`src/rtl/reg_pkg.sv`:
```
// Shared types and helpers for the enable_register storage element.
// The parity helper is only referenced when REG_PARITY_EN is defined.
package reg_pkg;

  localparam int REG_DEFAULT_W = 32;

  typedef logic [REG_DEFAULT_W-1:0] word_t;

  function automatic logic word_parity(input word_t w);
    return ^w;
  endfunction

endpackage

```
`src/rtl/reg_bit_cell.sv`:
```
// One storage flop with synchronous reset taking priority over write enable.
module reg_bit_cell #(
  parameter logic RST_VAL = 1'b0
) (
  input  logic clk,
  input  logic rst,
  input  logic en,
  input  logic d,
  output logic q
);

  always_ff @(posedge clk) begin
    if (rst) begin
      q <= RST_VAL;
    end else if (en) begin
      q <= d;
    end
  end

endmodule

```
`src/rtl/enable_register.sv`:
```
// N-bit register with synchronous reset and write enable built from reg_bit_cell.
// Optional registered even-parity output Q_par is enabled by REG_PARITY_EN.
module enable_register
  import reg_pkg::*;
#(
  parameter int           N       = 32,
  parameter logic [N-1:0] RST_VAL = '0
) (
  input  logic         clk,
  input  logic         rst,
  input  logic         en,
  input  logic [N-1:0] D,
  output logic [N-1:0] Q
`ifdef REG_PARITY_EN
  ,
  output logic         Q_par
`endif
);

  for (genvar i = 0; i < N; i++) begin : g_bit
    reg_bit_cell #(
      .RST_VAL(RST_VAL[i])
    ) u_cell (
      .clk(clk),
      .rst(rst),
      .en (en),
      .d  (D[i]),
      .q  (Q[i])
    );
  end

`ifdef REG_PARITY_EN
  // Parity is folded word by word so any N works with the fixed-width helper.
  localparam int CHUNKS = (N + REG_DEFAULT_W - 1) / REG_DEFAULT_W;
  typedef logic [CHUNKS*REG_DEFAULT_W-1:0] pad_t;

  function automatic logic pad_parity(input pad_t v);
    logic p;
    p = 1'b0;
    for (int c = 0; c < CHUNKS; c++) begin
      p = p ^ word_parity(v[c*REG_DEFAULT_W +: REG_DEFAULT_W]);
    end
    return p;
  endfunction

  localparam logic RST_PAR = pad_parity(pad_t'(RST_VAL));

  logic d_par;

  always_comb begin
    d_par = pad_parity(pad_t'(D));
  end

  reg_bit_cell #(
    .RST_VAL(RST_PAR)
  ) u_par_cell (
    .clk(clk),
    .rst(rst),
    .en (en),
    .d  (d_par),
    .q  (Q_par)
  );
`endif

endmodule

```
`config.mk`:
```
export PLATFORM = sky130hd
export DESIGN_NAME = enable_register
export DESIGN_NICKNAME = d
export VERILOG_FILES = /design/src/rtl/reg_pkg.sv /design/src/rtl/reg_bit_cell.sv /design/src/rtl/enable_register.sv
export SDC_FILE = /design/constraint.sdc
export NUM_CORES = 1
export LEC_CHECK = 0
export CORE_MARGIN = 5
export CORE_UTILIZATION = 42
export CTS_BUF_LIST = sky130_fd_sc_hd__clkbuf_8
export DETAILED_ROUTE_END_ITERATION = 8
export GPL_ROUTABILITY_DRIVEN = 0
export PLACE_DENSITY = 0.88
export SLEW_MARGIN = 20
export SYNTH_ARGS = -nofsm -noshare
export SYNTH_HDL_FRONTEND = slang
export SYNTH_SLANG_ARGS = --single-unit
```
`constraint.sdc`:
```
create_clock -name clk -period 0.9 [get_ports clk]
set_clock_uncertainty 0.1 [all_clocks]
set_input_delay 0.18 -clock clk [delete_from_list [all_inputs] [get_ports clk]]
set_output_delay 0.18 -clock clk [all_outputs]
set_load 0.05 [all_outputs]
```
Word level (Yosys, flattened, before mapping). Cells that the tools add are included.

Flip-flop bits (word level): 32. Bits of input ports: 35.

Depth between registers and ports, before layout. Gate-level depths: netlist of run 1.

Depth in word-level cells: 0. Depth in mapped cells: 4. Mapped depth without buffers: 2.

Cells and area by module. From an unflattened synthesis of run 1, not the netlist that was laid out.

Cells, all modules: 96. Area total of the unflattened synthesis: 1081.0 um^2.

Modules (own cells, without submodules): reg_bit_cell (times used 32, cells each 3, area an instance 33.8 um^2, sequential area each 20.0 um^2).

Least setup slack after synthesis of run 1. OpenSTA, ideal clock, no wires.

Kind: input -> register. From: in en. To: reg g_bit[0].u_cell.q. Data arrival time: 0.645 ns. Required time: 0.672 ns. Setup slack: 0.027 ns. Cell stages on the path: 4. Path buffers: 2. Cells stage by stage: buf_6 -> buf_12 -> mux2i_1 -> nor2_1.

RTL lines: start, declared (line enable_register.sv:11) `input logic en,`; end signal, assigned (line reg_bit_cell.sv:14) `q <= RST_VAL;`; end signal, assigned (line reg_bit_cell.sv:16) `q <= d;`; end, declared (line reg_bit_cell.sv:9) `output logic q`.

Final worst setup path of run 1.
From: reg g_bit[21].u_cell.q. To: out Q[21].

RTL lines: start, declared (line reg_bit_cell.sv:9); start signal, assigned (line reg_bit_cell.sv:14); start signal, assigned (line reg_bit_cell.sv:16); end, declared (line enable_register.sv:13) `output logic [N-1:0] Q`.

No word-level cell between the ends.

==> results of run 1 <==
## repair_timing
action                                  in CTS  in global routing
setup buffers                                3                  0
cloned                                       0                  1
pin swaps                                    0                  1
endpoints found under the setup margin      32                 63
gates resized for setup                     32                  3
## area by class of cell
class	count	area, um2	share of cell area (%)
Timing Repair Buffer	73	1090	46.2
Sequential cell	32	683	28.9
Multi-Input combinational cell	64	440	18.7
Clock buffer	6	82.6	3.50
Tap cell	46	57.6	2.44
Clock inverter	2	7.51	0.318
## per-stage QoR
| step | cells | worst slack [ns] | total power (uW) | TNS (ns) |
|---|---|---|---|---|
| 2_1_floorplan | 135 | 0.0273 | 2180 | 0 |
| 5_1_grt | 223 | -0.182 | 3860 | -5.53 |
| 4_1_cts | 222 | -0.163 | 3750 | -4.94 |
| 3_3_place_gp | 211 | -0.253 | 2610 | -8.01 |
| 3_5_place_dp | 211 | -0.285 | 2640 | -8.78 |
| 6_report | 223 | -0.153 | 3720 | -4.57 |
## cell usage in the layout (no fill, tap or decap)
| cell type | count |
|---|---|
| clkdlybuf4s50_1 | 32 |
| mux2i_1 | 32 |
| clkbuf_16 | 1 |
| buf_2 | 1 |
| clkbuf_8 | 6 |
| buf_12 | 35 |
| buf_6 | 1 |
| nor2_1 | 32 |
| dfxtp_2 | 31 |
| inv_1 | 2 |
| dlymetal6s2s_1 | 1 |
| buf_4 | 2 |
| dfxtp_4 | 1 |
## per-layer routing
metal	track usage, %	up-vias
met4	5.96	0
met5	0	-
li1	-	483
met2	31.1	36
met3	4.11	2
met1	13.3	461
## kinds of logic after synthesis
| kind of cell | count (synthesis) | synth area share, % |
|---|---|---|
| mux | 32 | 22.8 |
| flops | 32 | 45.6 |
| buf+inv | 39 | 23.0 |
| simple gates | 32 | 8.56 |
## worst max-delay path by stage
stage                                          startpoint                              end  slack (ns)  depth (start not counted)
after floorplan                                        en   g_bit[0].u_cell.q$_SDFFE_PP0P_        0.03                          4
after global placement                                rst  g_bit[27].u_cell.q$_SDFFE_PP0P_       -0.25                          3
after detailed placement                              rst  g_bit[21].u_cell.q$_SDFFE_PP0P_       -0.28                          3
after CTS                 g_bit[21].u_cell.q$_SDFFE_PP0P_                            Q[21]       -0.16                          1
after global routing      g_bit[26].u_cell.q$_SDFFE_PP0P_                            Q[26]       -0.18                          1
final                     g_bit[21].u_cell.q$_SDFFE_PP0P_                            Q[21]       -0.15                          1
## where the power goes
part / switching [uW] / internal (uW) / total (uW)
clock: 466 / 599 / 1070
combinational: 474 / 563 / 1040
sequential: 93.1 / 1520 / 1610
total: 1030 / 2680 / 3720
==> metrics.txt, run 1 <==
status=complete, but fails checks; failing checks=negative setup slack; Max IR drop VDD=1.02 mV; fmax=0.950 GHz; CP required=0.62 ns; Top Layer Used=met4; drt via density=4.40; gr ovfl total=0; unrepaired setup endpoints after global routing=true; worst path bufs/invs=1; R2R setup slack=0.02 ns; gr usage total=15.0%; Crit Path Category=reg2out; placed cell areas=2170 um2; Clock Latency Late Sink=0.27 ns; Finished Core Util=71.9%; Worst Setup End Kind=output pin; drt drc=0; CTS Buffer Depth=2; design area=2360 um2; hold bufs inserted after CTS=0; Synth Flop Type=dfxtp_1; most flop-heavy register=g_bit.u_cell.q; mapped cell area=1400 um2; Synth-to-Final Area Change=68.2%; final hold slack=0.304 ns; ys async rst share=0%; Yosys top cell by area=dfxtp_1; Worst Hold End=g_bit[26].u_cell.q$_SDFFE_PP0P_; H-tree depth=2; Die Area=4600 um2; hpwl dp=2560 um; Synth Register Bits=32; Max Slew Vio Count=0; port buffer count=66; largest cells by area after synthesis=dfxtp_1 (46%), mux2i_1 (23%), buf_4 (17%); CP startpoint kind=flip-flop; Detail Route met2 WL=2010 um; Yosys top cell area share=45.6%; Rows=21; CP cell instances=buf_12; met1 wire length=1210 um; Die Y=67.8 um; clock tree root driver cell=clkbuf_8; YS warnings=0; setup slack after layout=-0.153 ns; first-pass GRT wire length=4910 um; initial antenna violation count=0; final setup fails=32; Mapped Nets=170; worst hold start=rst; crit share post-route=117%; FILL cells=232; Die Width=67.8 um; biggest regs=g_bit.u_cell.q x32; pin count of the biggest net entering global routing=33; met3 wire length=218 um; distinct cell type count after synthesis=7; 1st-iter DRT viols=35; Hold Path Class=in2reg; wire length per cell=15.5 um; crit path max fanout=2; Rel. slew slack=83.0%; number of global-route vias before repair=1,027; clock-pin slew on the worst setup and hold paths=0.06 ns; fin nets=211; hold depth=3; CTS Sinks=32; leakage power=0.00105 uW; CTS Buf Count=5; sequential cell area fraction in the yosys report=45.6%; r2r endpoint=g_bit[30].u_cell.q$_SDFFE_PP0P_; Worst path max stage delay=0.36 ns; max reg flops=32; PD cells=1570 nW/um2; core area=3280 um2; Synth top cells by count=buf_4 (32), dfxtp_1 (32), mux2i_1 (32), nor2_1 (32); io pins=67; Vias=982; Initial Util=42.7%; n_diodes=0; Reg2Reg Depth=3; mean post-synth cell area=10.4 um2; CTS tree=yes; Max Cap Viol=0; critical path's top delay family=flip-flops; Worst Tran Pin Value=0.254 ns; number of synthesized flops with an enable pin=0; R2R Path Start=g_bit[30].u_cell.q$_SDFFE_PP0P_; Cells after Synth=135; final wirelength=3470 um; post-route ant nets=0; slowest CP cell=dfxtp_2; share of layout cells above drive strength 1=44.1%; critical path arrival=0.77 ns; Hold Vio Cnt, Final=0; DR pass1 iterations=4; fin crit period=1.05 ns
(Power assumes the default switching activity.)
==> inputs of run 2 (changes only) <==
Settings changed: CTS_CLUSTER_SIZE from default to 40.
==> results of run 2 <==
Same layout as run 1: the final DEF is identical, and so are final timing and power.
